## config.mk

```make
export PLATFORM = sky130hd
export DESIGN_NAME = comp_mag_sqrd_acc
export DESIGN_NICKNAME = d
export VERILOG_FILES = /design/src/rtl/comp_mag_sqrd_acc.sv
export SDC_FILE = /design/constraint.sdc
export NUM_CORES = 1
export LEC_CHECK = 0
export CAP_MARGIN = 20
export CORE_MARGIN = 2
export CORE_UTILIZATION = 58
export DETAILED_ROUTE_END_ITERATION = 10
export GPL_ROUTABILITY_DRIVEN = 1
export PLACE_DENSITY = 0.79
export RECOVER_POWER = 25
export SYNTH_ARGS = -nofsm -noshare
export SYNTH_HDL_FRONTEND = slang
export SYNTH_SLANG_ARGS = --single-unit
```

## constraint.sdc

```tcl
create_clock -name clk -period 9.1 [get_ports clk]
set_input_delay 1.82 -clock clk [delete_from_list [all_inputs] [get_ports clk]]
set_output_delay 1.82 -clock clk [all_outputs]
set_load 0.05 [all_outputs]
```

## src/rtl/comp_mag_sqrd_acc.sv

```systemverilog
// Multi-channel re^2+im^2 power with per-channel integration over len samples and saturation.
// 2-cycle latency from final im beat to valid_o; no backpressure, one beat per cycle sustained.
module comp_mag_sqrd_acc #(
    parameter int DW        = 16,
    parameter int NCH       = 2,
    parameter int ACC_LEN_W = 4,
    parameter int OW        = 2*DW+ACC_LEN_W,
    parameter int CHW       = (NCH > 1) ? $clog2(NCH) : 1
) (
    input  logic                 clk,
    input  logic                 rst,
    input  logic [DW-1:0]        data_i,
    input  logic                 valid_i,
    input  logic                 last_i,
    input  logic [ACC_LEN_W-1:0] acc_len_i,
    output logic [OW-1:0]        mag_sqrd_o,
    output logic [CHW-1:0]       ch_o,
    output logic                 valid_o,
    output logic                 last_o,
    output logic                 sat_o,
    output logic                 sync_err_o
);
    localparam int MW = 2*DW + 1;
    localparam int SW = ((OW > MW) ? OW : MW) + 1;
    localparam logic [CHW-1:0] LAST_CH = CHW'(NCH - 1);
    localparam logic [SW-1:0]  SAT_MAX = {{(SW-OW){1'b0}}, {OW{1'b1}}};

    // input beat tracking
    logic           phase;
    logic [CHW-1:0] ch;
    logic           frame_end;
    logic           beat_err;

    // stage 1
    logic                 s1_vld;
    logic                 s1_err;
    logic                 s1_phase;
    logic [CHW-1:0]       s1_ch;
    logic signed [DW-1:0] s1_dat;
    logic [ACC_LEN_W-1:0] s1_acc_len;

    // stage 2 state
    logic [2*DW-1:0]      re_sq;
    logic [OW-1:0]        acc [NCH];
    logic [ACC_LEN_W-1:0] cnt [NCH];
    logic [NCH-1:0]       sat_seen;
    logic [ACC_LEN_W-1:0] len;

    logic signed [2*DW-1:0] sq;
    logic [MW-1:0]          mag;
    logic [SW-1:0]          sum;
    logic                   over;
    logic [OW-1:0]          clamp;
    logic                   block_done;
    logic [ACC_LEN_W-1:0]   len_nxt;

    assign frame_end = phase && (ch == LAST_CH);
    assign beat_err  = last_i != frame_end;

    always_ff @(posedge clk) begin
        if (rst) begin
            phase      <= 1'b0;
            ch         <= '0;
            s1_vld     <= 1'b0;
            s1_err     <= 1'b0;
            s1_phase   <= 1'b0;
            s1_ch      <= '0;
            s1_dat     <= '0;
            s1_acc_len <= '0;
        end else begin
            s1_vld <= valid_i;
            if (valid_i) begin
                s1_err     <= beat_err;
                s1_phase   <= phase;
                s1_ch      <= ch;
                s1_dat     <= data_i;
                s1_acc_len <= acc_len_i;
                if (beat_err || frame_end) begin
                    phase <= 1'b0;
                    ch    <= '0;
                end else if (!phase) begin
                    phase <= 1'b1;
                end else begin
                    phase <= 1'b0;
                    ch    <= ch + 1'b1;
                end
            end
        end
    end

    always_comb begin
        sq         = s1_dat * s1_dat;
        mag        = {1'b0, re_sq} + {1'b0, sq};
        sum        = SW'(acc[s1_ch]) + SW'(mag);
        over       = sum > SAT_MAX;
        clamp      = over ? SAT_MAX[OW-1:0] : sum[OW-1:0];
        block_done = cnt[s1_ch] == (len - ACC_LEN_W'(1));
        len_nxt    = (s1_acc_len == '0) ? ACC_LEN_W'(1) : s1_acc_len;
    end

    always_ff @(posedge clk) begin
        if (rst) begin
            re_sq      <= '0;
            sat_seen   <= '0;
            len        <= ACC_LEN_W'(1);
            valid_o    <= 1'b0;
            sync_err_o <= 1'b0;
            mag_sqrd_o <= '0;
            ch_o       <= '0;
            last_o     <= 1'b0;
            sat_o      <= 1'b0;
            for (int i = 0; i < NCH; i++) begin
                acc[i] <= '0;
                cnt[i] <= '0;
            end
        end else begin
            valid_o    <= 1'b0;
            sync_err_o <= 1'b0;
            if (s1_vld && s1_err) begin
                // framing loss: drop the beat and restart every channel from scratch
                sync_err_o <= 1'b1;
                re_sq      <= '0;
                sat_seen   <= '0;
                for (int i = 0; i < NCH; i++) begin
                    acc[i] <= '0;
                    cnt[i] <= '0;
                end
            end else if (s1_vld && !s1_phase) begin
                re_sq <= sq;
                if (s1_ch == '0 && cnt[0] == '0)
                    len <= len_nxt;
            end else if (s1_vld) begin
                if (block_done) begin
                    valid_o         <= 1'b1;
                    mag_sqrd_o      <= clamp;
                    ch_o            <= s1_ch;
                    last_o          <= s1_ch == LAST_CH;
                    sat_o           <= over || sat_seen[s1_ch];
                    acc[s1_ch]      <= '0;
                    cnt[s1_ch]      <= '0;
                    sat_seen[s1_ch] <= 1'b0;
                end else begin
                    // clamped value keeps accumulating; sticky flag remembers the clamp
                    acc[s1_ch]      <= clamp;
                    cnt[s1_ch]      <= cnt[s1_ch] + 1'b1;
                    sat_seen[s1_ch] <= sat_seen[s1_ch] || over;
                end
            end
        end
    end
endmodule
```

[Yosys cells after proc, flatten, opt, wreduce, memory -nomap -nowiden]
Memory sizes are Yosys's and may differ from the RTL's. A register that Yosys moved wholly into a read port is not among the register bits.
Cells that the tools add are included.
Word-level totals
  flip-flop bits (word level): 104
  bits in latches: 0
  memory bits (writable): 80
  bits in read-only memories: 0
  bits of input ports: 24
  output and inout bits: 41
  logic and storage cells: 103
  memories: 2
Memory list
  acc: depth 2, bits a word 36, read ports 1, clocked after Yosys merged registers in 1, write ports 2, RTL line 44  | logic [OW-1:0] acc [NCH];
  cnt: depth 2, bits a word 4, read ports 2, clocked after Yosys merged registers in 1, write ports 2, RTL line 45  | logic [ACC_LEN_W-1:0] cnt [NCH];
Cells by class
  $add $sub $neg: 5
  $mul: 1
  divide/modulo/power cells: 0
  order comparisons: 3
  eq/ne operators: 2
  shift operators: 0
  multiplexer cells: 45
  bitwise gates (word level): 11
  reduce and logical (&&, ||, !) cells: 18
Operators by type and width (count)
  $mux 36: 5
  $add 36x33->37: 1
  $gt 37x36->1 const B: 1
  $reduce_or 36->1: 1
  $add 32x32->33: 1
  $mul 16x16->32: 1
  $mux 1: 32
  $mux 4: 5
  $logic_not 4->1: 2
  $or 1x1->1: 6
  $logic_and 1x1->1: 5
  $add 4x1->4 const B: 1
  $eq 4x4->1: 1
  $reduce_and 2->1: 2
  $reduce_and 4->1: 1
  $reduce_or 4->1: 1
  $sub 4x1->4 const B: 1
  $not 1->1: 3
  $reduce_and 3->1: 1
  $and 2x2->2: 1
  $bwmux 2: 1
  $logic_or 1x1->1: 2
  $lt 1x2->1 const B: 1
  $mux 2: 1
  8 further kinds: 8

[Depth between registers and ports, before layout]
  word-level depth: 11
  gate-level depth with buffers: 39
  gate-level depth less buffers: 34

[Worst setup path after synthesis]
OpenSTA, ideal clock, no wires.
  path type: reg2reg
  start point: reg s1_dat[15]
  end point: mem acc[0][16] (netlist name) (data pin)
  setup time: 265 ps
  arrival time: 8494 ps
  required time: 8835 ps
  setup slack: 341 ps
  stages on the path, launching flop included: 35
  path buffers: 5
  clock period less this slack: 8759 ps
  cell sequence: dfxtp_1 clkbuf_1 buf_1 nand2_1 fa_1 inv_1 fa_1 fa_1 fa_1 fa_1 inv_1 fa_1 inv_1 ha_1 clkbuf_1 nand2_1 nor4_1 nand3_1 a31oi_1 a21o_1 a211oi_1 or2_2 fa_1 inv_1 ha_1 a21oi_1 o21bai_1 a21o_1 nand2_1 a21boi_0 a221o_1 buf_6 buf_8 nor2_2 nor2_1
RTL lines
  from (decl): RTL line 39  | logic signed [DW-1:0] s1_dat;
  from (signal assigned): RTL line 76  | s1_dat <= data_i;
  to (decl): RTL line 44

==> out/metrics.cfg <==
[power_and_ir_drop]
irDropWorstVdd_mv = 0.256
power_density_nw_per_um2 = 196
p_leak_nw = 10.3
total_power_mw = 4.29

[global_routing]
grt_usage_pct = 27.3
grt_first_pass_wirelength_um = 77200
antenna_found_initial = 0
overflow = 0
grt_pass1_vias = 15100
grt_max_degree = 72

[min_path]
worstHoldPathType = flip-flop to flip-flop
holdCritStartpoint = re_sq[3]
hold_end = re_sq[3]
whs_path_depth = 2

[timing]
timing_hold_violations_final = 0
relSlewSlack_pct = -69.6
fmaxAchievable_ghz = 0.114
fin_crit_sh_pct = 96.3
timing.hold.ws_ps = 457
setup_tns_ps = 0
tightest_slew_ps = 2540
slew_viol_final = 82
skew_ps = 27.3
setup_viol = 0
min_period_ps = 8760

[synthesis]
ys_ff_latch = 184
synth_area_um2 = 19500
syn_nets = 2522
synth_edf_count = 80
synthTopCellsByArea = fa_1, edfxtp_1, dfxtp_1
synth_top_area_cell = fa_1
yosys_warnings = 0
syn_inst = 2105
synth_top_area_share_pct = 27.1
yosysUniqueCellTypes = 74
ys.flop_type = dfxtp_1
syn_avg_cell_area_um2 = 9.27
seq_area_frac_synth_pct = 23.0
synth_async_sr_flop_share_pct = 0

[floorplan]
die_h_um = 187
core_area_um2 = 33400
boundaryPins = 65
fp-row-count = 67
die_width_um = 187
dieArea_um2 = 35100
initial_utilization_pct = 58.5

[finish]
final_area_um2 = 21900
synthToLayoutAreaGrowth_pct = 12.2
drive_gt1_share_pct = 12.0
most-common-layout-cells = inv_1, fa_1, nor2_1
layout_commonest_cell = inv_1
n_antenna_cell = 0
final_nets = 2608

[run_status]
violations = max-capacitance violations, max-slew violations
status = finished with violations

[drt]
drt_iter0_markers = 934
viasPerCell = 5.40
antenna_left = 0
wirelength_um = 44900
drc_errors = 0
vias = 14300
avgRoutedWirePerCell_um = 16.9
drtPass1Iterations = 5

[setup_path]
crit_required_ps = 9280
reg2reg_from = s1_dat[6]
crit_start = s1_dat[6]
r2r_cells = 34
cp-end-kind = flip-flop
slowest_stage = fa_1
crit_type = flip-flop to flip-flop
critPathLaunchType = flip-flop
r2r-end = acc[1][34]
crit_fanout = 9
r2r_slack_ps = 340
slowest_delay_ps = 520
crit_arrival_ps = 8950
cpMostUsedCell = fa_1

[place]
gp_congestion = 0.972
dp_hpwl_um = 35800
dpl-instance-area_um2 = 21000
io_buffer_count = 64

[clock_tree]
clk_pin_slew_ps = 80
clk_latency_ps = 470
clockRootBuffer = clkbuf_16
hold_buffers = 0
cts_buffer_depth = 2
htreeDepth = 4
cts_tree = yes
numCtsBuffers = 17
cts_sinks = 184

[job]
maxCapViolCount = 2

## metal layers
metal | up-vias | part of all wire [%] | global-route usage, %
li1 | 6850 | - | -
met1 | 6921 | 44 | 38.7
met2 | 476 | 47 | 43.4
met3 | 71 | 6.6 | 5.08
met4 | 0 | 2.1 | 7.57
met5 | - | 0 | 0
## area by class of cell
| type | instances | area, µm² |
|---|---|---|
| Clock buffer | 18 | 429 |
| Clock inverter | 14 | 148 |
| Fill cell | 2731 | 11500 |
| Inverter | 441 | 1670 |
| Multi-Input combinational cell | 1387 | 13200 |
| Sequential cell | 184 | 4500 |
| Tap cell | 448 | 561 |
| Timing Repair Buffer | 160 | 1380 |
## through the flow
| step | std cells | util (%) | worst slack [ps] |
|---|---|---|---|
| 6_report | 2652 | 65.6 | 335 |
| 5_1_grt | 2652 | 65.6 | -14.9 |
| 4_1_cts | 2648 | 64.8 | 32.6 |
| 3_5_place_dp | 2616 | 63.1 | 153 |
| 3_3_place_gp | 2616 | 63.1 | 234 |
| 2_1_floorplan | 2105 | - | 341 |
## critical path, delay by kind of cell, from the launching register on
family	cells	cell delay, ps
xor+xnor	2	390
buf+inv	9	1140
simple gates	6	770
flops	1	460
compound gates	8	1890
fa+ha+maj	9	3840
## power breakdown
part	internal [mW]	switching (mW)	total, mW
clock	0.370	0.384	0.754
sequential	0.901	0.0258	0.927
combinational	1.05	1.55	2.60
total	2.32	1.96	4.29
## synth_stat cells, drive strengths merged, types with 4 or more instances
cell,count
a211o,4
a211oi,43
a21boi,5
a21o,28
a21oi,80
a31o,5
a31oi,16
and2,37
and3,10
and4,4
buf,28
clkbuf,65
dfxtp,104
edfxtp,80
fa,264
ha,129
inv,441
mux2,7
mux2i,63
nand2,146
nand2b,7
nand3,30
nand4,11
nor2,244
nor2b,10
nor3,24
nor3b,7
nor4,5
o2111ai,4
o211ai,9
o21a,8
o21ai,41
o21bai,9
o311ai,5
o31a,6
or2,8
or4,7
xnor2,54
xor2,22
## what timing repair did
item                                    in CTS  in global routing
endpoints found under the setup margin       0                111
resized for setup                            0                 69
setup buffers                                0                  4
hold endpoints to repair                     0                  0
## state kept, by name, indices dropped and copies added (netlist names), named ones only
name        cells
acc            72
mag_sqrd_o     36
re_sq          31
s1_dat         16
cnt             8
len             4
s1_acc_len      4
sat_seen        2
ch              1
last_o          1
phase           1
s1_ch           1
s1_err          1
s1_phase        1
s1_vld          1
sat_o           1
sync_err_o      1
valid_o         1
## how the worst max path moves through the flow
stage	depth (start not counted)	slack, ps	end
2_1_floorplan	34	340	acc[0][16]
3_3_place_gp	34	230	acc[1][32]
3_5_place_dp	30	150	acc[1][32]
4_1_cts	35	30	mag_sqrd_o[34]
5_1_grt	31	-10	acc[1][28]
6_report	34	340	acc[1][34]
## kinds of logic (layout without fill, tap and decap cells)
| family | Yosys count | count (layout) | synth area share, % |
|---|---|---|---|
| AOI/OAI and AO/OA | 286 | 286 | 10.5 |
| xor gates and xnor gates | 77 | 77 | 3.53 |
| adders and majority gates | 393 | 393 | 35.3 |
| buffers and inverters | 534 | 633 | 10.6 |
| DFF | 184 | 184 | 23.0 |
| muxes | 70 | 70 | 3.63 |
| and+or+nand+nor | 561 | 561 | 13.4 |
Power figures use the tool's default switching activity.
